===== config.mk =====
export PLATFORM = sky130hd
export DESIGN_NAME = sd_port_arbiter
export DESIGN_NICKNAME = d
export VERILOG_FILES = /design/src/rtl/sd_port_arbiter.sv
export SDC_FILE = /design/constraint.sdc
export NUM_CORES = 1
export LEC_CHECK = 0
export ABC_AREA = 1
export CAP_MARGIN = 20
export CORE_MARGIN = 2
export CORE_UTILIZATION = 41
export CTS_CLUSTER_SIZE = 40
export DETAILED_ROUTE_END_ITERATION = 6
export GPL_TIMING_DRIVEN = 0
export PLACE_DENSITY = 0.88
export SETUP_SLACK_MARGIN = 0.5
export SYNTH_ARGS = -nofsm -noshare
export SYNTH_HDL_FRONTEND = slang
export SYNTH_SLANG_ARGS = --single-unit

===== constraint.sdc =====
create_clock -name sys_clk -period 2.1 [get_ports sys_clk]
set_input_delay 0.315 -clock sys_clk [delete_from_list [all_inputs] [get_ports sys_clk]]
set_output_delay 0.315 -clock sys_clk [all_outputs]
set_load 0.05 [all_outputs]

===== src/rtl/sd_port_arbiter.sv =====
// ---------------------------------------------------------------------------
// sd_port_arbiter
//
// Multi-client front end for the SD SPI engines (sd_init / sd_write / sd_read).
// NUM_CH block clients are served round-robin, one command at a time. The
// arbiter owns the SPI cs_n/mosi mux, inserts GAP_CYC idle cycles between
// commands (cs_n=1, mosi=1) and runs a busy watchdog on the active engine.
//
// Ports
//   sys_clk, sys_rst          clock, synchronous active-high reset
//   init_end/init_cs_n/mosi   sd_init status and SPI lines
//   ch_req/we/addr/wr_data    per-channel request bundle (packed per channel)
//   ch_gnt/done/err           one-hot grant, completion and failure pulses
//   ch_wr_req/ch_rd_data_en   engine handshakes routed to the granted channel
//   rd_data                   read data broadcast to every channel
//   eng_*                     start strobes, address/data and status to/from
//                             sd_write / sd_read
//   wr_*/rd_* cs_n, mosi      engine SPI lines
//   sd_cs_n, sd_mosi          SPI lines to the card
// ---------------------------------------------------------------------------
module sd_port_arbiter #(
    parameter int NUM_CH      = 4,
    parameter int ADDR_W      = 32,
    parameter int DATA_W      = 16,
    parameter int GAP_CYC     = 8,
    parameter int TIMEOUT_CYC = 1 << 20
) (
    input  logic                     sys_clk,
    input  logic                     sys_rst,
    input  logic                     init_end,
    input  logic                     init_cs_n,
    input  logic                     init_mosi,
    input  logic [NUM_CH-1:0]        ch_req,
    input  logic [NUM_CH-1:0]        ch_we,
    input  logic [NUM_CH*ADDR_W-1:0] ch_addr,
    input  logic [NUM_CH*DATA_W-1:0] ch_wr_data,
    output logic [NUM_CH-1:0]        ch_gnt,
    output logic [NUM_CH-1:0]        ch_done,
    output logic [NUM_CH-1:0]        ch_err,
    output logic [NUM_CH-1:0]        ch_wr_req,
    output logic [NUM_CH-1:0]        ch_rd_data_en,
    output logic [DATA_W-1:0]        rd_data,
    output logic                     eng_wr_en,
    output logic                     eng_rd_en,
    output logic [ADDR_W-1:0]        eng_addr,
    output logic [DATA_W-1:0]        eng_wr_data,
    input  logic                     eng_wr_busy,
    input  logic                     eng_rd_busy,
    input  logic                     eng_wr_req,
    input  logic                     eng_rd_data_en,
    input  logic [DATA_W-1:0]        eng_rd_data,
    input  logic                     wr_cs_n,
    input  logic                     wr_mosi,
    input  logic                     rd_cs_n,
    input  logic                     rd_mosi,
    output logic                     sd_cs_n,
    output logic                     sd_mosi
);

    localparam int PTR_W = (NUM_CH > 1) ? $clog2(NUM_CH) : 1;
    // One counter serves the busy-wait window, the watchdog and the gap.
    localparam int CNT_W = $clog2(TIMEOUT_CYC + GAP_CYC + 4) + 1;
    localparam int BUSY_WAIT_CYC = 4;

    typedef enum logic [2:0] {
        S_INIT,
        S_IDLE,
        S_ISSUE,
        S_WAIT_BUSY,
        S_ACTIVE,
        S_DRAIN,
        S_GAP
    } state_t;

    state_t             state_q, state_d;
    logic [PTR_W-1:0]   rr_ptr_q, rr_ptr_d;
    logic [NUM_CH-1:0]  gnt_q, gnt_d;
    logic [PTR_W-1:0]   gnt_idx_q, gnt_idx_d;
    logic               op_q, op_d;          // 1 = write, 0 = read
    logic [ADDR_W-1:0]  addr_q, addr_d;
    logic [CNT_W-1:0]   cnt_q, cnt_d;
    logic [NUM_CH-1:0]  done_q, done_d;
    logic [NUM_CH-1:0]  err_q, err_d;
    logic               wr_en_q, wr_en_d;
    logic               rd_en_q, rd_en_d;

    logic               arb_found;
    logic [PTR_W-1:0]   arb_idx;
    logic [PTR_W-1:0]   cand;
    logic               busy_sel;
    logic               eng_phase;

    // base + ofs modulo NUM_CH, with ofs < NUM_CH
    function automatic logic [PTR_W-1:0] wrap_inc(input logic [PTR_W-1:0] base,
                                                  input int ofs);
        int sum;
        sum = int'(base) + ofs;
        if (sum >= NUM_CH) sum = sum - NUM_CH;
        return PTR_W'(sum);
    endfunction

    // Round-robin search: first requester at or after rr_ptr, wrapping.
    always_comb begin
        arb_found = 1'b0;
        arb_idx   = '0;
        cand      = '0;
        for (int i = 0; i < NUM_CH; i++) begin
            cand = wrap_inc(rr_ptr_q, i);
            if (!arb_found && ch_req[cand]) begin
                arb_found = 1'b1;
                arb_idx   = cand;
            end
        end
    end

    assign busy_sel  = op_q ? eng_wr_busy : eng_rd_busy;
    assign eng_phase = (state_q == S_WAIT_BUSY) || (state_q == S_ACTIVE);

    // -----------------------------------------------------------------------
    // State register
    // -----------------------------------------------------------------------
    always_ff @(posedge sys_clk) begin
        if (sys_rst) begin
            state_q   <= S_INIT;
            rr_ptr_q  <= '0;
            gnt_q     <= '0;
            gnt_idx_q <= '0;
            op_q      <= 1'b0;
            addr_q    <= '0;
            cnt_q     <= '0;
            done_q    <= '0;
            err_q     <= '0;
            wr_en_q   <= 1'b0;
            rd_en_q   <= 1'b0;
        end else begin
            state_q   <= state_d;
            rr_ptr_q  <= rr_ptr_d;
            gnt_q     <= gnt_d;
            gnt_idx_q <= gnt_idx_d;
            op_q      <= op_d;
            addr_q    <= addr_d;
            cnt_q     <= cnt_d;
            done_q    <= done_d;
            err_q     <= err_d;
            wr_en_q   <= wr_en_d;
            rd_en_q   <= rd_en_d;
        end
    end

    // -----------------------------------------------------------------------
    // Next-state logic. Every command ends through a "release": the grant
    // drops in the same cycle that done (and possibly err) pulses, and the
    // round-robin pointer moves past the channel just served.
    // -----------------------------------------------------------------------
    always_comb begin
        state_d   = state_q;
        rr_ptr_d  = rr_ptr_q;
        gnt_d     = gnt_q;
        gnt_idx_d = gnt_idx_q;
        op_d      = op_q;
        addr_d    = addr_q;
        cnt_d     = cnt_q;
        done_d    = '0;
        err_d     = '0;
        wr_en_d   = 1'b0;
        rd_en_d   = 1'b0;

        case (state_q)
            S_INIT: begin
                if (init_end) state_d = S_IDLE;
            end

            S_IDLE: begin
                if (arb_found) begin
                    state_d        = S_ISSUE;
                    gnt_d          = '0;
                    gnt_d[arb_idx] = 1'b1;
                    gnt_idx_d      = arb_idx;
                    op_d           = ch_we[arb_idx];
                    addr_d         = ch_addr[int'(arb_idx)*ADDR_W +: ADDR_W];
                    // Start strobe is registered so it is high for exactly
                    // the ISSUE cycle.
                    wr_en_d        = ch_we[arb_idx];
                    rd_en_d        = !ch_we[arb_idx];
                end
            end

            S_ISSUE: begin
                state_d = S_WAIT_BUSY;
                cnt_d   = '0;
            end

            S_WAIT_BUSY: begin
                if (busy_sel) begin
                    state_d = S_ACTIVE;
                    cnt_d   = '0;
                end else if (cnt_q == CNT_W'(BUSY_WAIT_CYC - 1)) begin
                    // Engine never acknowledged the start strobe.
                    state_d  = S_GAP;
                    cnt_d    = '0;
                    done_d   = gnt_q;
                    err_d    = gnt_q;
                    gnt_d    = '0;
                    rr_ptr_d = wrap_inc(gnt_idx_q, 1);
                end else begin
                    cnt_d = cnt_q + 1'b1;
                end
            end

            S_ACTIVE: begin
                if (!busy_sel) begin
                    state_d  = S_GAP;
                    cnt_d    = '0;
                    done_d   = gnt_q;
                    gnt_d    = '0;
                    rr_ptr_d = wrap_inc(gnt_idx_q, 1);
                end else if (cnt_q == CNT_W'(TIMEOUT_CYC - 1)) begin
                    // Watchdog: fail the client now, then wait for the
                    // engine to let go before touching the bus again.
                    state_d  = S_DRAIN;
                    done_d   = gnt_q;
                    err_d    = gnt_q;
                    gnt_d    = '0;
                    rr_ptr_d = wrap_inc(gnt_idx_q, 1);
                end else begin
                    cnt_d = cnt_q + 1'b1;
                end
            end

            S_DRAIN: begin
                if (!eng_wr_busy && !eng_rd_busy) begin
                    state_d = S_GAP;
                    cnt_d   = '0;
                end
            end

            S_GAP: begin
                if (cnt_q == CNT_W'(GAP_CYC - 1)) begin
                    state_d = S_IDLE;
                    cnt_d   = '0;
                end else begin
                    cnt_d = cnt_q + 1'b1;
                end
            end

            default: state_d = S_INIT;
        endcase

        // Card lost init: abort whatever is in flight and re-enter INIT.
        if (state_q != S_INIT && !init_end) begin
            state_d = S_INIT;
            wr_en_d = 1'b0;
            rd_en_d = 1'b0;
            gnt_d   = '0;
            cnt_d   = '0;
            done_d  = '0;
            err_d   = '0;
            if (|gnt_q) begin
                done_d   = gnt_q;
                err_d    = gnt_q;
                rr_ptr_d = wrap_inc(gnt_idx_q, 1);
            end
        end
    end

    // -----------------------------------------------------------------------
    // Outputs
    // -----------------------------------------------------------------------
    assign ch_gnt      = gnt_q;
    assign ch_done     = done_q;
    assign ch_err      = err_q;
    assign eng_wr_en   = wr_en_q;
    assign eng_rd_en   = rd_en_q;
    assign eng_addr    = addr_q;
    assign eng_wr_data = ch_wr_data[int'(gnt_idx_q)*DATA_W +: DATA_W];
    assign rd_data     = eng_rd_data;

    // Engine handshakes reach only the granted channel, and only while the
    // engine owns the bus for a command of the matching direction.
    assign ch_wr_req     = (eng_phase && op_q && eng_wr_req) ? gnt_q : '0;
    assign ch_rd_data_en = (eng_phase && !op_q && eng_rd_data_en) ? gnt_q : '0;

    // SPI line mux. Reset forces the idle level directly so the card sees a
    // deselected bus even though the state register reads INIT.
    always_comb begin
        sd_cs_n = 1'b1;
        sd_mosi = 1'b1;
        if (!sys_rst) begin
            if (state_q == S_INIT) begin
                sd_cs_n = init_cs_n;
                sd_mosi = init_mosi;
            end else if (eng_phase) begin
                sd_cs_n = op_q ? wr_cs_n : rd_cs_n;
                sd_mosi = op_q ? wr_mosi : rd_mosi;
            end
        end
    end

endmodule


* Yosys cells after proc, flatten, opt, wreduce, memory -nomap -nowiden
Cells that the tools add are included.
Operators by class: shifts and indexed selects 2, multiplexer cells 75, $add $sub $neg 10, equality and inequality tests 18, $lt $le $gt $ge 11, reductions and logical operators 30, bitwise operators 2
Operators with widths (number):
- 22-bit two-way mux | 6
- 128-bit by 8-bit indexed part select with 32-bit output | 1
- 22-bit case mux with 5 select lines | 1
- 64-bit by 7-bit indexed part select with 16-bit output | 1
- 4-bit two-way mux | 15
- 2-bit two-way mux | 15
- 3-bit two-way mux | 8
- 22-bit by 1-bit adder with 22-bit output (second input constant) | 1
- 22-bit by 2-bit == test with 1-bit output (second input constant) | 1
- 22-bit by 20-bit == test with 1-bit output (second input constant) | 1
- 22-bit by 3-bit == test with 1-bit output (second input constant) | 1
- 3-bit case mux with 7 select lines | 1
- 1-bit two-way mux | 19
- 4-bit case mux with 2 select lines | 2
- 2-bit by 3-bit < comparator with 1-bit output (second input constant) | 5
- 3-bit >= comparator (second input constant) | 4
- 4-bit case mux with 3 select lines | 1
- 1-bit binary-select mux with 2-bit select | 5
- 1-bit logical AND | 10
- 2-bit inequality test (second input constant) | 5
- 2-bit by 1-bit subtractor with 2-bit output (second input constant) | 5
- 3-bit == test (second input constant) | 3
- 1-bit zero test | 8
- 4-bit OR reduction | 2
- 21 further kinds | 27
Word-level totals: register bits after elaboration 76, output and inout port bits 88, input bits 229

* Depth between registers and ports, before layout
depth in word-level cells 20, mapped depth 16

* Worst setup path after synthesis
Ideal clock, no wire load.
kind flip-flop to output port, from reg state_q[0], to out sd_cs_n, stages on the path, launching flop included 8, slack -998 ps, arrival 2783 ps, buffers on the path 1, data required time 1785 ps, cells stage by stage dfxtp_1 -> buf_2 -> inv_1 -> nand2_1 -> nand2_1 -> inv_1 -> nor3_1 -> o311ai_0
Between the ends: cells in the longest elaborated chain, start to end 5, elaborated cells between the ends (all ways) 7, classes of those cells eq/ne: 2; mux: 3; reduce/logical: 2
RTL lines:
- from (decl) | line 75 | state_t state_q, state_d;
- from (signal assigned) | line 136 | state_q <= state_d;
- 3-bit by 2-bit == test with 1-bit output or 3-bit == test (tied branches) | line 117 | assign eng_phase = (state_q == S_WAIT_BUSY) || (state_q == S_ACTIVE);
- 1-bit logical OR | line 117
- 1-bit two-way mux | line 292 | end else if (eng_phase) begin
- 1-bit two-way mux (*) | line 289 | if (state_q == S_INIT) begin
- 1-bit two-way mux (*) | line 288 | if (!sys_rst) begin
- to (decl) | line 56 | output logic sd_cs_n,
Every way passes the cells marked *; elsewhere a longest branch is shown, timed or not.

* Final worst setup path
from reg cnt_q[6], to reg cnt_q[6]
Between the ends: cells in the longest elaborated chain, start to end 4, elaborated cells between the ends (all ways) 12, classes of those cells add/sub: 1; eq/ne: 4; mux: 6; reduce/logical: 1
RTL lines:
- from (decl) | line 81 | logic [CNT_W-1:0] cnt_q, cnt_d;
- from (signal assigned) | line 142 | cnt_q <= cnt_d;
- 22-bit by 1-bit adder with 22-bit output or 22-bit by 2-bit == test with 1-bit output (tied branches)
- 22-bit two-way mux, on equally long branches | line 217, 197
- 22-bit two-way mux, on equally long branches | line 211, 194
- 22-bit case mux with 5 select lines | line 168 | case (state_q)
Several ways; a longest one is shown, not always the timed one. The select of a mux whose other input is x is not followed. A chain may end at the register's enable or synchronous reset.

==> impl_metrics.csv <==
group,metric,value,unit
outcome,status,"complete, but fails checks",
outcome,violations,"DRC, setup timing",
routing,ant_nets,0,
routing,wl,38.8,mm
final_layout,multiInputGateArea,4980,µm²
logic_synthesis,avgSynthCellArea,5.71,µm²
timing,setup_viol,51,
global_routing,grt_pass1_wl,46.5,mm
routing,wl_met3,4.62,mm
worst_setup_path,critPathKind,"reg -> reg",
routing,first_pass_iters,7,
timing,finalWorstSetupSlack,-0.519,ns
place,placed_cells,1542,
global_routing,grt_max_degree,16,
global_routing,grtUsageTotal,36.6,%
logic_synthesis,synthCells,1059,
floorplan,die_area,15700,µm²
pwr,p_leak,6.19,nW
final_layout,nets,1683,
logic_synthesis,synth_top_area_share,25.1,%
logic_synthesis,synth_area,6050,µm²
worst_setup_path,crit_fanout,5,
logic_synthesis,ys_seq_area_share,25.1,%
clocking,clk_latency,0.36,ns
global_routing,first_global_vias,9057,
routing,drc,3,
clocking,ctsHoldBuffers,0,
place,io_buffers,299,
clocking,cts_sinks,76,
flow_run,cap_violations,0,
worst_setup_path,cp_slowest_stage_delay,0.57,ns
worst_setup_path,start_kind,"flop",
logic_synthesis,synth_simple_gate_area_share,50.3,%
floorplan,core_region_area,14500,µm²
routing,vias_per_cell,6.26,
clocking,cts_buffers,9,
floorplan,fp.dieH,125,µm
timing,max_freq,0.382,GHz
timing,finalMaxSlewViolations,0,
floorplan,start_util,41.8,%
logic_synthesis,yosysMostFrequentCell,"nand2_1",
logic_synthesis,yosysTopAreaCell,"dfxtp_1",
logic_synthesis,synth_seq_cells,76,
floorplan,pin_count,317,
logic_synthesis,muxShareOfSynthArea,0,%
final_layout,fin_cells,1642,
logic_synthesis,ys_top_cells_by_area,"dfxtp_1 25%, nand2_1 21%, nor2_1 9.9%, nand4_1 8.5%, inv_1 6.0%",
routing,wl_met1,12.6,mm
timing,hold_viol_final,0,
worst_setup_path,critPathTopFamily,"simple AND/OR/NAND/NOR gates",
routing,num_vias,10300,
timing,rsz0062_at_grt,"yes",
global_routing,antenna_found_initial,0,
worst_setup_path,required,2.35,ns
worst_setup_path,cp_slowest_cell,"dfxtp_1",
logic_synthesis,yosys-top-cells-count,"344 x nand2_1, 159 x nor2_1, 96 x inv_1",
timing,slew_headroom,29.5,%
logic_synthesis,synth_nets,1289,
routing,dr_wl_met2,17.5,mm
clocking,clk_pin_slew_worst_paths,0.08,ns
worst_setup_path,arrival,2.87,ns
timing,skew,0.0162,ns
logic_synthesis,synth_edf_count,0,
final_layout,final_util,85.5,%
logic_synthesis,synthXorXnorAreaFrac,0.289,%
worst_setup_path,cp_cell_sequence,"nand2_1 > nor3_2 > nand2_2 > nor2_4 > nand4_1 > nand3_4 > buf_12 > inv_8 > buf_16 > nand2_4 > and3_1",
floorplan,die_x,125,µm
logic_synthesis,synth_compound_area_share,8.93,%
routing,routed.top_layer,"met4",
final_layout,fillCellCount,746,
final_layout,post_route_cells_drive_above_1_share,31.7,%
clocking,clockBufferDepth,2,
place,place_worst_setup_slack,-0.473,ns
place,hpwl,19.5,mm
pwr,max-vdd-ir-drop,1090,µV
final_layout,syn2layout_area_growth,104,%
clocking,root_buffer,"clkbuf_16",
pwr,powerDensity,1600,nW/µm²
worst_setup_path,worst-path-buf-inv,3,
worst_hold_path,hold_path.class,"reg -> reg",
final_layout,n_antenna_cell,0,
worst_setup_path,end_kind,"flop",
clocking,cts_max_level,3,
routing,wire_per_inst,23.6,µm
global_routing,grt_overflow,0,
logic_synthesis,synth_warnings,0,
logic_synthesis,ys.flop_type,"dfxtp_1",
logic_synthesis,async_flop_share,0,%
logic_synthesis,ys_types,38,
place,routabilityCongestion,0.972,
timing,whs,0.527,ns
floorplan,rows,44,
timing,finalCriticalPeriod,2.62,ns
final_layout,seq_area,1560,µm²
clocking,cts_tree,"done",
logic_synthesis,synth_top_family_by_area,"simple AND/OR/NAND/NOR gates",
timing,worst_pin_slew,1.05,ns
logic_synthesis,synthAdderAreaFrac,0.207,%
timing,layout_worst_path_cycle_share,125,%
routing,drt-initial-drc-count,1612,
[logic make-up (layout without fill, tap and decap cells)]
family | after synthesis | count (layout)
AOI/OAI and AO/OA | 96 | 96
xor gates and xnor gates | 2 | 2
adders and majority gates | 1 | 1
buffers and inverters | 185 | 583
DFF | 76 | 76
and+or+nand+nor | 699 | 700
[final timing paths]
| check | startpoint | to | slack, ns | depth (start not counted) |
|---|---|---|---|---|
| min | ch_gnt[3] | ch_err[3] | 0.53 | 2 |
| max | cnt_q[6] | cnt_q[6] | -0.52 | 11 |
| min reg2reg | ch_gnt[3] | ch_err[3] | 0.53 | 2 |
| max reg2reg | cnt_q[6] | cnt_q[6] | -0.52 | 11 |
[worst reg2reg max path, delay by kind of cell, from the launching register on]
| kind | cells | cell delay (ns) |
|---|---|---|
| AND/OR/NAND/NOR | 8 | 1.61 |
| buffers and inverters | 3 | 0.34 |
| flip-flops | 1 | 0.57 |
[routing by layer]
metal	vias up	GRT usage (%)
met1	4642	42.7
met2	1033	62.1
met3	381	7.45
li1	4215	-
met4	0	21.1
met5	-	0
[flip-flops by register name (all words and copies together), names as in the netlist]
register   flops
op_q           1
rr_ptr_q       2
gnt_idx_q      2
eng_rd_en      1
ch_gnt         4
ch_err         4
eng_addr      32
eng_wr_en      1
ch_done        4
cnt_q         22
state_q        3
[layout by cell type, fill, tap and decap left out, types with 22 or more instances in the layout]
cell type / Yosys / layout
dlymetal6s2s_1: 0 / 45
buf_6: 13 / 48
dfxtp_1: 76 / 59
nand4_1: 82 / 82
clkdlybuf4s50_1: 0 / 226
buf_4: 28 / 93
clkbuf_16: 0 / 22
nor2_2: 5 / 28
nor2_4: 1 / 36
nand2_1: 344 / 303
nand3_1: 70 / 53
nand2_2: 6 / 31
inv_1: 96 / 74
nor2_1: 159 / 101
[where the power goes]
| part | total (W) | switching [W] | internal (W) |
|---|---|---|---|
| registers | 0.00216 | 0.000306 | 0.00185 |
| logic | 0.0159 | 0.00991 | 0.00596 |
| clock network | 0.00171 | 0.000766 | 0.000943 |
[layout make-up]
cell class | count | area share, %
clock buffers | 9 | 1.82
inverters | 105 | 3.84
repair inverters | 1 | 0.0506
well taps | 184 | 1.86
plain buffers | 80 | 6.83
clock inverters | 7 | 0.657
multi-input cells | 799 | 40.3
flip-flops and latches | 76 | 12.6
repair buffers | 381 | 32.1
[stage by stage]
stage | area (µm²) | total power, W | setup TNS [ns]
floorplan | 6570 | 0.0104 | 0
global placement | 9790 | 0.0134 | -15.04
detailed placement | 9790 | 0.0135 | -19.23
CTS | 11500 | 0.0172 | 0
global route | 12400 | 0.0204 | -13.58
finish | 12400 | 0.0197 | -10.21
[what timing repair did]
item	CTS	global route
setup buffers	37	32
hold endpoints to repair	0	0
pin swaps	51	71
setup endpoints to repair	148	146
resized for setup	430	196
gates cloned	13	2
No activity file was read; power rests on OpenSTA's default activity.
==> edit, RTL diff (config.mk and constraints unchanged) <==
Register the output `ch_err` once more, without a reset; this adds one clock of latency there. The other outputs are not delayed to match.
--- a/src/rtl/sd_port_arbiter.sv
+++ b/src/rtl/sd_port_arbiter.sv
@@ -270,3 +270,5 @@
     assign ch_done     = done_q;
-    assign ch_err      = err_q;
+    always_ff @(posedge sys_clk) begin
+        ch_err <= err_q;
+    end
     assign eng_wr_en   = wr_en_q;
Check against the original RTL: not equivalent (a bounded check fails within 4 cycles, from zero or initial values and one cycle with sys_rst high).
==> edit against the unedited design <==
  * The run still ends with design-rule violations, negative setup slack left
  * Final cell count up 3.5%
  * Sequential cell count grew 4
  * Synthesized area up 2.7%
  * Sequential power up 3%
  * Design area is 8.2% higher
  * Non-clock buffer count is 23 higher
  * Power rose by 4.9%
  * Wire length rose by 3.1%
  * Setup slack better by 310 ps
==> edit: results (changes against the unedited design) <==
STA
  • Setup violators final: 34 (-33%)
  • Setup WS post-layout: -207 ps (+312 ps)

Power and ir drop
  • Static leakage: 6.58 nW (+6.2%)

Detailed routing
  • Wl on met1: 12.9 mm (+2.3%)
  • Met2 wire length: 18.6 mm (+6.2%)
  • DRC viols: 7 (+4)

Synthesis
  • Register bit count reported by yosys: 80 (+5.3%)
  • Post-synthesis cell count: 1086 (+2.5%)
  • Post-Syn Nets: 1316 (+2.1%)

Final layout
  • Number of multi-input logic gates: 815 (+2.0%)
  • Area taken by multi-input logic gates: 5410 µm² (+8.6%)
  • Clk cell area share: 2.47% (-0.0097 points)
  • FF+latch area: 1630 µm² (+4.7%)
  • Non-clk bufs: 484 (+5.0%)
  • Buffer share of cell area: 39.3% (+0.38 points)
  • Layout Nets: 1736 (+3.1%)

GRT
  • Met2 usage: 66.6% (+4.5 points)
  • Met3 Resource Use GR: 6.53% (-0.91 points)
  • Vias in the first global route: 9179 (+1.3%)

Die
  • Core Region: 15000 µm² (+3.8%)

Place
  • Routability cong.: 0.994 (+2.3%)
  • Dpl ws: -925 ps (-453 ps)

Clock tree
  • Setup Buffers After CTS: 56 (+51%)
  • PostCTS Resize Cnt: 436 (+1.4%)

Run status
  • Status: complete, but fails checks
  • Failing checks: design-rule violations, negative setup slack

Critical path
  • Arrival time of the worst setup path: 2610 ps (-260 ps)
-- edit: worst paths after layout --
path,from,depth (start not counted),slack [ps],to
max,rr_ptr_q[1]$_SDFF_PP0_,16,-210,eng_addr[11]$_SDFFE_PP0P_
min,err_q[0]$_SDFF_PP0_,0,330,ch_err[0]$_DFF_P_
max reg2reg,rr_ptr_q[1]$_SDFF_PP0_,16,-210,eng_addr[11]$_SDFFE_PP0P_
min reg2reg,err_q[0]$_SDFF_PP0_,0,330,ch_err[0]$_DFF_P_
-- edit: report_power, final --
group          total [W]  switching [W]  internal, W
clock            0.00182       0.000761      0.00106
combinational     0.0167        0.00999      0.00668
sequential       0.00223       0.000314      0.00192
-- edit: worst max-delay path, cell delays in order, from the launching register on --
cell and delay (ps):
dfxtp_4 400, inv_2 80, nand2_1 110, nand2_2 100, nand2_2 80, nand2_2 70, nor2_4 180, nand3_4 190
nand3_4 180, buf_8 150, clkbuf_16 160, nand2_4 40, nand2_2 60, nand2_1 90, nand3_1 140, nand2_1 100
inv_1 80
